$ cat config.mk
export PLATFORM = sky130hd
export DESIGN_NAME = k_loop_controller_flat
export DESIGN_NICKNAME = d
export VERILOG_FILES = /design/src/rtl/k_loop_if.sv /design/src/rtl/k_loop_controller.sv /design/src/flat_wrapper.sv
export SDC_FILE = /design/constraint.sdc
export NUM_CORES = 1
export LEC_CHECK = 0
export ABC_AREA = 0
export CAP_MARGIN = 20
export CORE_MARGIN = 2
export CORE_UTILIZATION = 50
export CTS_BUF_LIST = sky130_fd_sc_hd__clkbuf_4 sky130_fd_sc_hd__clkbuf_8 sky130_fd_sc_hd__clkbuf_16
export CTS_CLUSTER_SIZE = 20
export DETAILED_ROUTE_END_ITERATION = 12
export PLACE_DENSITY = 0.86
export SLEW_MARGIN = 30
export SYNTH_ARGS = -nofsm -noshare
export SYNTH_HDL_FRONTEND = slang
export SYNTH_SLANG_ARGS = --single-unit
export TNS_END_PERCENT = 10
$ cat constraint.sdc
create_clock -name clk_i -period 2 [get_ports clk_i]
set_input_delay 0.3 -clock clk_i [delete_from_list [all_inputs] [get_ports clk_i]]
set_output_delay 0.3 -clock clk_i [all_outputs]
set_load 0.02 [all_outputs]
$ cat src/rtl/k_loop_if.sv
// Control/status bundle between the Mage control registers (master) and the
// kernel-loop controller (slave); cfg_addr also fans out to Pea.
interface k_loop_if #(
  parameter int N_CFG = 8,
  parameter int REP_W = 16
);
  localparam int CFG_W = (N_CFG > 1) ? $clog2(N_CFG) : 1;
  localparam int K_W   = $clog2(N_CFG + 1);

  logic             start;
  logic             abort;
  logic [K_W-1:0]   k;
  logic [REP_W-1:0] n_rep;
  logic             start_d;
  logic             busy;
  logic [CFG_W-1:0] cfg_addr;
  logic [REP_W-1:0] iter;
  logic             done;

  modport master (
    output start, abort, k, n_rep,
    input  start_d, busy, cfg_addr, iter, done
  );

  modport slave (
    input  start, abort, k, n_rep,
    output start_d, busy, cfg_addr, iter, done
  );
endinterface

$ cat src/rtl/k_loop_controller.sv
// Kernel-loop controller for the Mage CGRA: delayed start pulse to Pea, then
// steps cfg_addr through K slots per iteration for n_rep iterations.
module k_loop_controller #(
  parameter int START_DELAY = 5,
  parameter int N_CFG       = 8,
  parameter int REP_W       = 16
) (
  input logic     clk_i,
  input logic     rst_i,
  k_loop_if.slave ctrl
);
  localparam int CFG_W = (N_CFG > 1) ? $clog2(N_CFG) : 1;
  localparam int K_W   = $clog2(N_CFG + 1);
  localparam int DLY_W = 4;

  typedef enum logic [1:0] {
    IDLE,
    DELAY,
    RUN,
    DONE
  } state_t;

  state_t           state;
  logic [DLY_W-1:0] dly_cnt;
  logic [CFG_W-1:0] k_last;
  logic [REP_W-1:0] n_last;
  logic [CFG_W-1:0] k_last_in;
  logic [REP_W-1:0] n_last_in;

  logic             start_d_q;
  logic             busy_q;
  logic [CFG_W-1:0] cfg_q;
  logic [REP_W-1:0] iter_q;
  logic             done_q;

  // Terminal indices (K-1, n_rep-1) are stored instead of the counts, so a
  // full-scale n_rep never needs a wider comparator and cannot overflow.
  always_comb begin
    k_last_in = '0;
    n_last_in = '0;
    if (ctrl.k == '0) begin
      k_last_in = '0;
    end else if (ctrl.k > K_W'(N_CFG)) begin
      k_last_in = CFG_W'(N_CFG - 1);
    end else begin
      k_last_in = CFG_W'(ctrl.k - K_W'(1));
    end
    if (ctrl.n_rep != '0) begin
      n_last_in = ctrl.n_rep - REP_W'(1);
    end
  end

  always_ff @(posedge clk_i or posedge rst_i) begin
    if (rst_i) begin
      state     <= IDLE;
      dly_cnt   <= '0;
      k_last    <= '0;
      n_last    <= '0;
      start_d_q <= 1'b0;
      busy_q    <= 1'b0;
      cfg_q     <= '0;
      iter_q    <= '0;
      done_q    <= 1'b0;
    end else begin
      start_d_q <= 1'b0;
      done_q    <= 1'b0;
      case (state)
        IDLE: begin
          if (ctrl.start && !ctrl.abort) begin
            k_last <= k_last_in;
            n_last <= n_last_in;
            busy_q <= 1'b1;
            cfg_q  <= '0;
            iter_q <= '0;
            if (START_DELAY == 1) begin
              state     <= RUN;
              start_d_q <= 1'b1;
            end else begin
              state   <= DELAY;
              dly_cnt <= DLY_W'(1);
            end
          end
        end

        // The accepting edge already counted as edge 1 of the delay.
        DELAY: begin
          if (ctrl.abort) begin
            state   <= IDLE;
            dly_cnt <= '0;
            busy_q  <= 1'b0;
            cfg_q   <= '0;
            iter_q  <= '0;
          end else if (dly_cnt == DLY_W'(START_DELAY - 1)) begin
            state     <= RUN;
            dly_cnt   <= '0;
            start_d_q <= 1'b1;
          end else begin
            dly_cnt <= dly_cnt + DLY_W'(1);
          end
        end

        RUN: begin
          if (ctrl.abort) begin
            state  <= IDLE;
            busy_q <= 1'b0;
            cfg_q  <= '0;
            iter_q <= '0;
          end else if (cfg_q == k_last) begin
            cfg_q <= '0;
            if (iter_q == n_last) begin
              state  <= DONE;
              done_q <= 1'b1;
              busy_q <= 1'b0;
              iter_q <= '0;
            end else begin
              iter_q <= iter_q + REP_W'(1);
            end
          end else begin
            cfg_q <= cfg_q + CFG_W'(1);
          end
        end

        DONE: begin
          state <= IDLE;
        end

        default: begin
          state  <= IDLE;
          busy_q <= 1'b0;
          cfg_q  <= '0;
          iter_q <= '0;
        end
      endcase
    end
  end

  assign ctrl.start_d  = start_d_q;
  assign ctrl.busy     = busy_q;
  assign ctrl.cfg_addr = cfg_q;
  assign ctrl.iter     = iter_q;
  assign ctrl.done     = done_q;
endmodule

$ cat src/flat_wrapper.sv
// flat-port wrapper written by rule: the top's interface ports become plain ports
module k_loop_controller_flat 
#(
  parameter int START_DELAY = 5,
  parameter int N_CFG       = 8,
  parameter int REP_W       = 16
)
  (clk_i, rst_i, ctrl_start, ctrl_abort, ctrl_k, ctrl_n_rep, ctrl_start_d, ctrl_busy, ctrl_cfg_addr, ctrl_iter, ctrl_done);
  k_loop_if #(.N_CFG(N_CFG), .REP_W(REP_W)) ctrl_i ();
  input logic clk_i;
  input logic rst_i;
  input wire logic [$bits(ctrl_i.start)-1:0] ctrl_start;
  input wire logic [$bits(ctrl_i.abort)-1:0] ctrl_abort;
  input wire logic [$bits(ctrl_i.k)-1:0] ctrl_k;
  input wire logic [$bits(ctrl_i.n_rep)-1:0] ctrl_n_rep;
  output wire logic [$bits(ctrl_i.start_d)-1:0] ctrl_start_d;
  output wire logic [$bits(ctrl_i.busy)-1:0] ctrl_busy;
  output wire logic [$bits(ctrl_i.cfg_addr)-1:0] ctrl_cfg_addr;
  output wire logic [$bits(ctrl_i.iter)-1:0] ctrl_iter;
  output wire logic [$bits(ctrl_i.done)-1:0] ctrl_done;
  assign ctrl_i.start = ctrl_start;
  assign ctrl_i.abort = ctrl_abort;
  assign ctrl_i.k = ctrl_k;
  assign ctrl_i.n_rep = ctrl_n_rep;
  assign ctrl_start_d = ctrl_i.start_d;
  assign ctrl_busy = ctrl_i.busy;
  assign ctrl_cfg_addr = ctrl_i.cfg_addr;
  assign ctrl_iter = ctrl_i.iter;
  assign ctrl_done = ctrl_i.done;
  k_loop_controller #(.START_DELAY(START_DELAY), .N_CFG(N_CFG), .REP_W(REP_W)) u_core (.clk_i(clk_i), .rst_i(rst_i), .ctrl(ctrl_i));
endmodule
==> results.py, run 1 <==
metrics = {
    "global_routing": {
        "grt_pass1_vias": 2620,
        "grt_util_all_layers": 0.226,
        "grt_overflow": 0,
        "grt_max_degree": 48,
        "grt_pass1_wl_mm": 11.6,
        "antenna_found_initial": 0,
    },
    "floorplanning": {
        "num_rows": 27,
        "core_um2": 5570,
        "dieArea_um2": 6500,
        "initial_core_util": 0.527,
        "die_h_um": 80.6,
        "ios": 46,
        "die_width_um": 80.6,
    },
    "cts": {
        "h-tree-depth": 2,
        "cts_tree": "yes",
        "cts_buffers": 5,
        "path_clk_slew_ps": 90,
        "clk_path_buf_depth": 2,
        "clk_root_buffer_cell": "clkbuf_8",
        "clk_latency_ps": 300,
        "cts_num_sinks": 47,
    },
    "detailed_routing": {
        "drc": 0,
        "vias": 2786,
        "drt-total-wl_mm": 6.96,
        "drtPass1Iterations": 5,
        "ant_nets": 0,
        "drtIter0Drc": 299,
        "wl_per_cell_um": 14.4,
        "via_per_inst": 5.78,
    },
    "final_layout": {
        "area_growth_pct": 32.2,
        "final_net_count": 444,
        "multiInputGateArea_um2": 1620,
        "seq_area_um2": 1180,
        "diodes": 0,
        "final_util": 0.696,
        "layout_common_cells": "dfrtp_1 (47), clkdlybuf4s50_1 (45), nand2_1 (41)",
        "fillers": 415,
        "drive_gt1_frac": 0.178,
        "layout_commonest_cell": "dfrtp_1",
    },
    "worst_setup_path": {
        "start_kind": "flip-flop",
        "r2r_cells": 6,
        "r2r_start": "u_core.ctrl.iter[5]$_DFFE_PP0P_",
        "end_kind": "flip-flop",
        "cp.required_ps": 2210,
        "r2r-end": "u_core.state[0]$_DFFE_PP0P_",
        "r2r_slack_ps": 20,
        "crit_path_start": "u_core.ctrl.iter[5]$_DFFE_PP0P_",
        "setup.worst_path.class": "reg -> reg",
        "path_max_fanout": 20,
        "crit_arrival_ps": 2190,
    },
    "power_and_ir_drop": {
        "finalPower_mw": 3.61,
        "sw_frac_of_total": 0.380,
        "p_switching_mw": 1.37,
        "pwr-share-seq": 0.388,
        "p_leak_nw": 1.68,
        "p_per_area_nw_per_um2": 929,
        "comb_power_share": 0.453,
        "ir_worst_vdd_mv": 0.422,
        "power.internal_mw": 2.24,
        "clkPwrFrac": 0.159,
    },
    "synthesis": {
        "synth.distinct_cells": 56,
        "yosysTopAreaCell": "dfrtp_1",
        "synth-edff-count": 0,
        "ys_top_cells_by_area": "dfrtp_1 (40%), xor2_1 (6.6%), nand2_1 (5.2%), ha_1 (4.3%), inv_1 (3.5%)",
        "synth_warnings": 0,
        "ys_async_sr_fraction": 1.00,
        "synthFlopType": "dfrtp_1",
        "synth_nets": 360,
        "avgSynthCellArea_um2": 9.00,
        "synth_top_cell_area_share": 0.401,
        "syn_inst": 326,
        "yosysSeqAreaShare": 0.401,
        "synth.cell_area_um2": 2940,
        "ys_seq_elements": 47,
    },
    "timing": {
        "clock.fmax_mhz": 506,
        "slew-limit-headroom": 0.668,
        "fin_ws_ps": 22.5,
        "fin_skew_ps": 12.5,
        "hold_viol": 0,
        "post-route-period-util": 0.989,
        "hold_ws_ps": 339,
        "rsz0062_at_grt": "yes",
        "worstMarginPinSlew_ps": 494,
        "final_max_slew_viol_count": 0,
        "report.final.setup_viol": 0,
        "finalCriticalPeriod_ps": 1980,
    },
    "worst_hold_path": {
        "worst_hold_path_type": "in -> async",
    },
    "status": {
        "outcome": "finished, final reports clean",
    },
    "place": {
        "hpwl_mm": 5.25,
        "gp_congestion": 0.835,
        "port_buffers": 45,
        "dp_slack_ps": -224,
    },
    "flow_run": {
        "cap_violations": 0,
    },
}
[cells in the mapped netlist (2+ instances only)]
cell type  instances
maj3_1             2
buf_4              2
nor3_1            10
o21ai_1           15
nor2_1            12
o21ai_0           18
nor4_1             5
xnor2_1            8
a21oi_1            7
o211ai_1           2
nand4_1            7
nand3_1            9
clkbuf_1           5
o21a_1             2
buf_6              2
nand2b_1           8
nor2b_1            4
o31a_1             2
a32oi_1            2
ha_1              10
buf_2              2
inv_1             27
o221ai_1           2
or3_4              2
o22ai_1            8
dfrtp_1           47
nand3_2            2
nand3b_1           2
xor2_1            22
or3_1              4
nand2_1           41
o31ai_1            2
or2_2              2
a31oi_1            9
[logic make-up after synthesis]
| logic type | share of synthesized area |
|---|---|
| fa+ha+maj | 0.0494 |
| simple gates | 0.230 |
| compound gates | 0.170 |
| mux | 0.00341 |
| buf+inv | 0.0571 |
| flops | 0.401 |
| xor+xnor | 0.0895 |
[sequential cells by signal (all words and copies together), names as in the netlist]
register,count
u_core.ctrl.cfg_addr,3
u_core.ctrl.start_d,1
u_core.n_last,16
u_core.ctrl.busy,1
u_core.ctrl.iter,16
u_core.state,2
u_core.k_last,3
u_core.ctrl.done,1
u_core.dly_cnt,4
[per-layer routing]
metal  up-vias  track usage  wire length, um
li1       1320            -                -
met1      1321        0.289             2860
met2       117        0.374             3470
met3        28       0.0360              432
met4         0        0.107              190
met5         -            0                0
[power groups by stage]
stage | Clock [mW] | Sequential, mW | Combinational (mW)
floorplan | 0 | 1.38 | 1.02
global placement | 0 | 1.39 | 1.49
detailed placement | 0 | 1.42 | 1.57
CTS | 0.583 | 1.40 | 1.58
global route | 0.614 | 1.43 | 1.79
finish | 0.572 | 1.40 | 1.63
[worst max-delay path, cell delays in order, from the launching register on]
cell and delay, ps:
dfrtp_1 470, xor2_1 170, nor4_1 370, nand4_1 140, buf_4 230, a211oi_2 290, a2bb2oi_1 210
[what timing repair did]
item	CTS	global route
setup endpoints to repair	0	15
hold buffers	0	0
setup buffers	0	0
resized for setup	0	7
[metrics by stage]
step	cell area, um^2	setup TNS [ps]	cells
global placement	3770	-2130	475
CTS	3860	0	482
finish	3880	0	482
floorplan	2940	0	326
detailed placement	3770	-3430	475
global route	3880	-5.88	482
[worst max-delay path by stage]
stage / endpoint / slack [ps] / cells after the start
global placement: u_core.n_last[14]$_DFFE_PP0P_ / -140 / 9
detailed placement: u_core.n_last[12]$_DFFE_PP0P_ / -220 / 9
global route: u_core.state[0]$_DFFE_PP0P_ / -5 / 6
finish: u_core.state[0]$_DFFE_PP0P_ / 20 / 6
floorplan: u_core.ctrl.iter[15]$_DFFE_PP0P_ / 120 / 8
CTS: u_core.ctrl.iter[15]$_DFFE_PP0P_ / 7 / 9
[area by class of cell]
type | count | share of cell area
Inverter | 27 | 0.0261
Clock inverter | 1 | 0.00129
Tap cell | 72 | 0.0232
Multi-Input combinational cell | 241 | 0.416
Clock buffer | 6 | 0.0213
Timing Repair Buffer | 88 | 0.209
Sequential cell | 47 | 0.303
Power figures use the tool's default switching activity.
==> inputs of run 2 (changes only) <==
- HOLD_SLACK_MARGIN: default -> 0.02
==> results of run 2 <==
Final layout, timing and power as in run 1 (identical DEF).
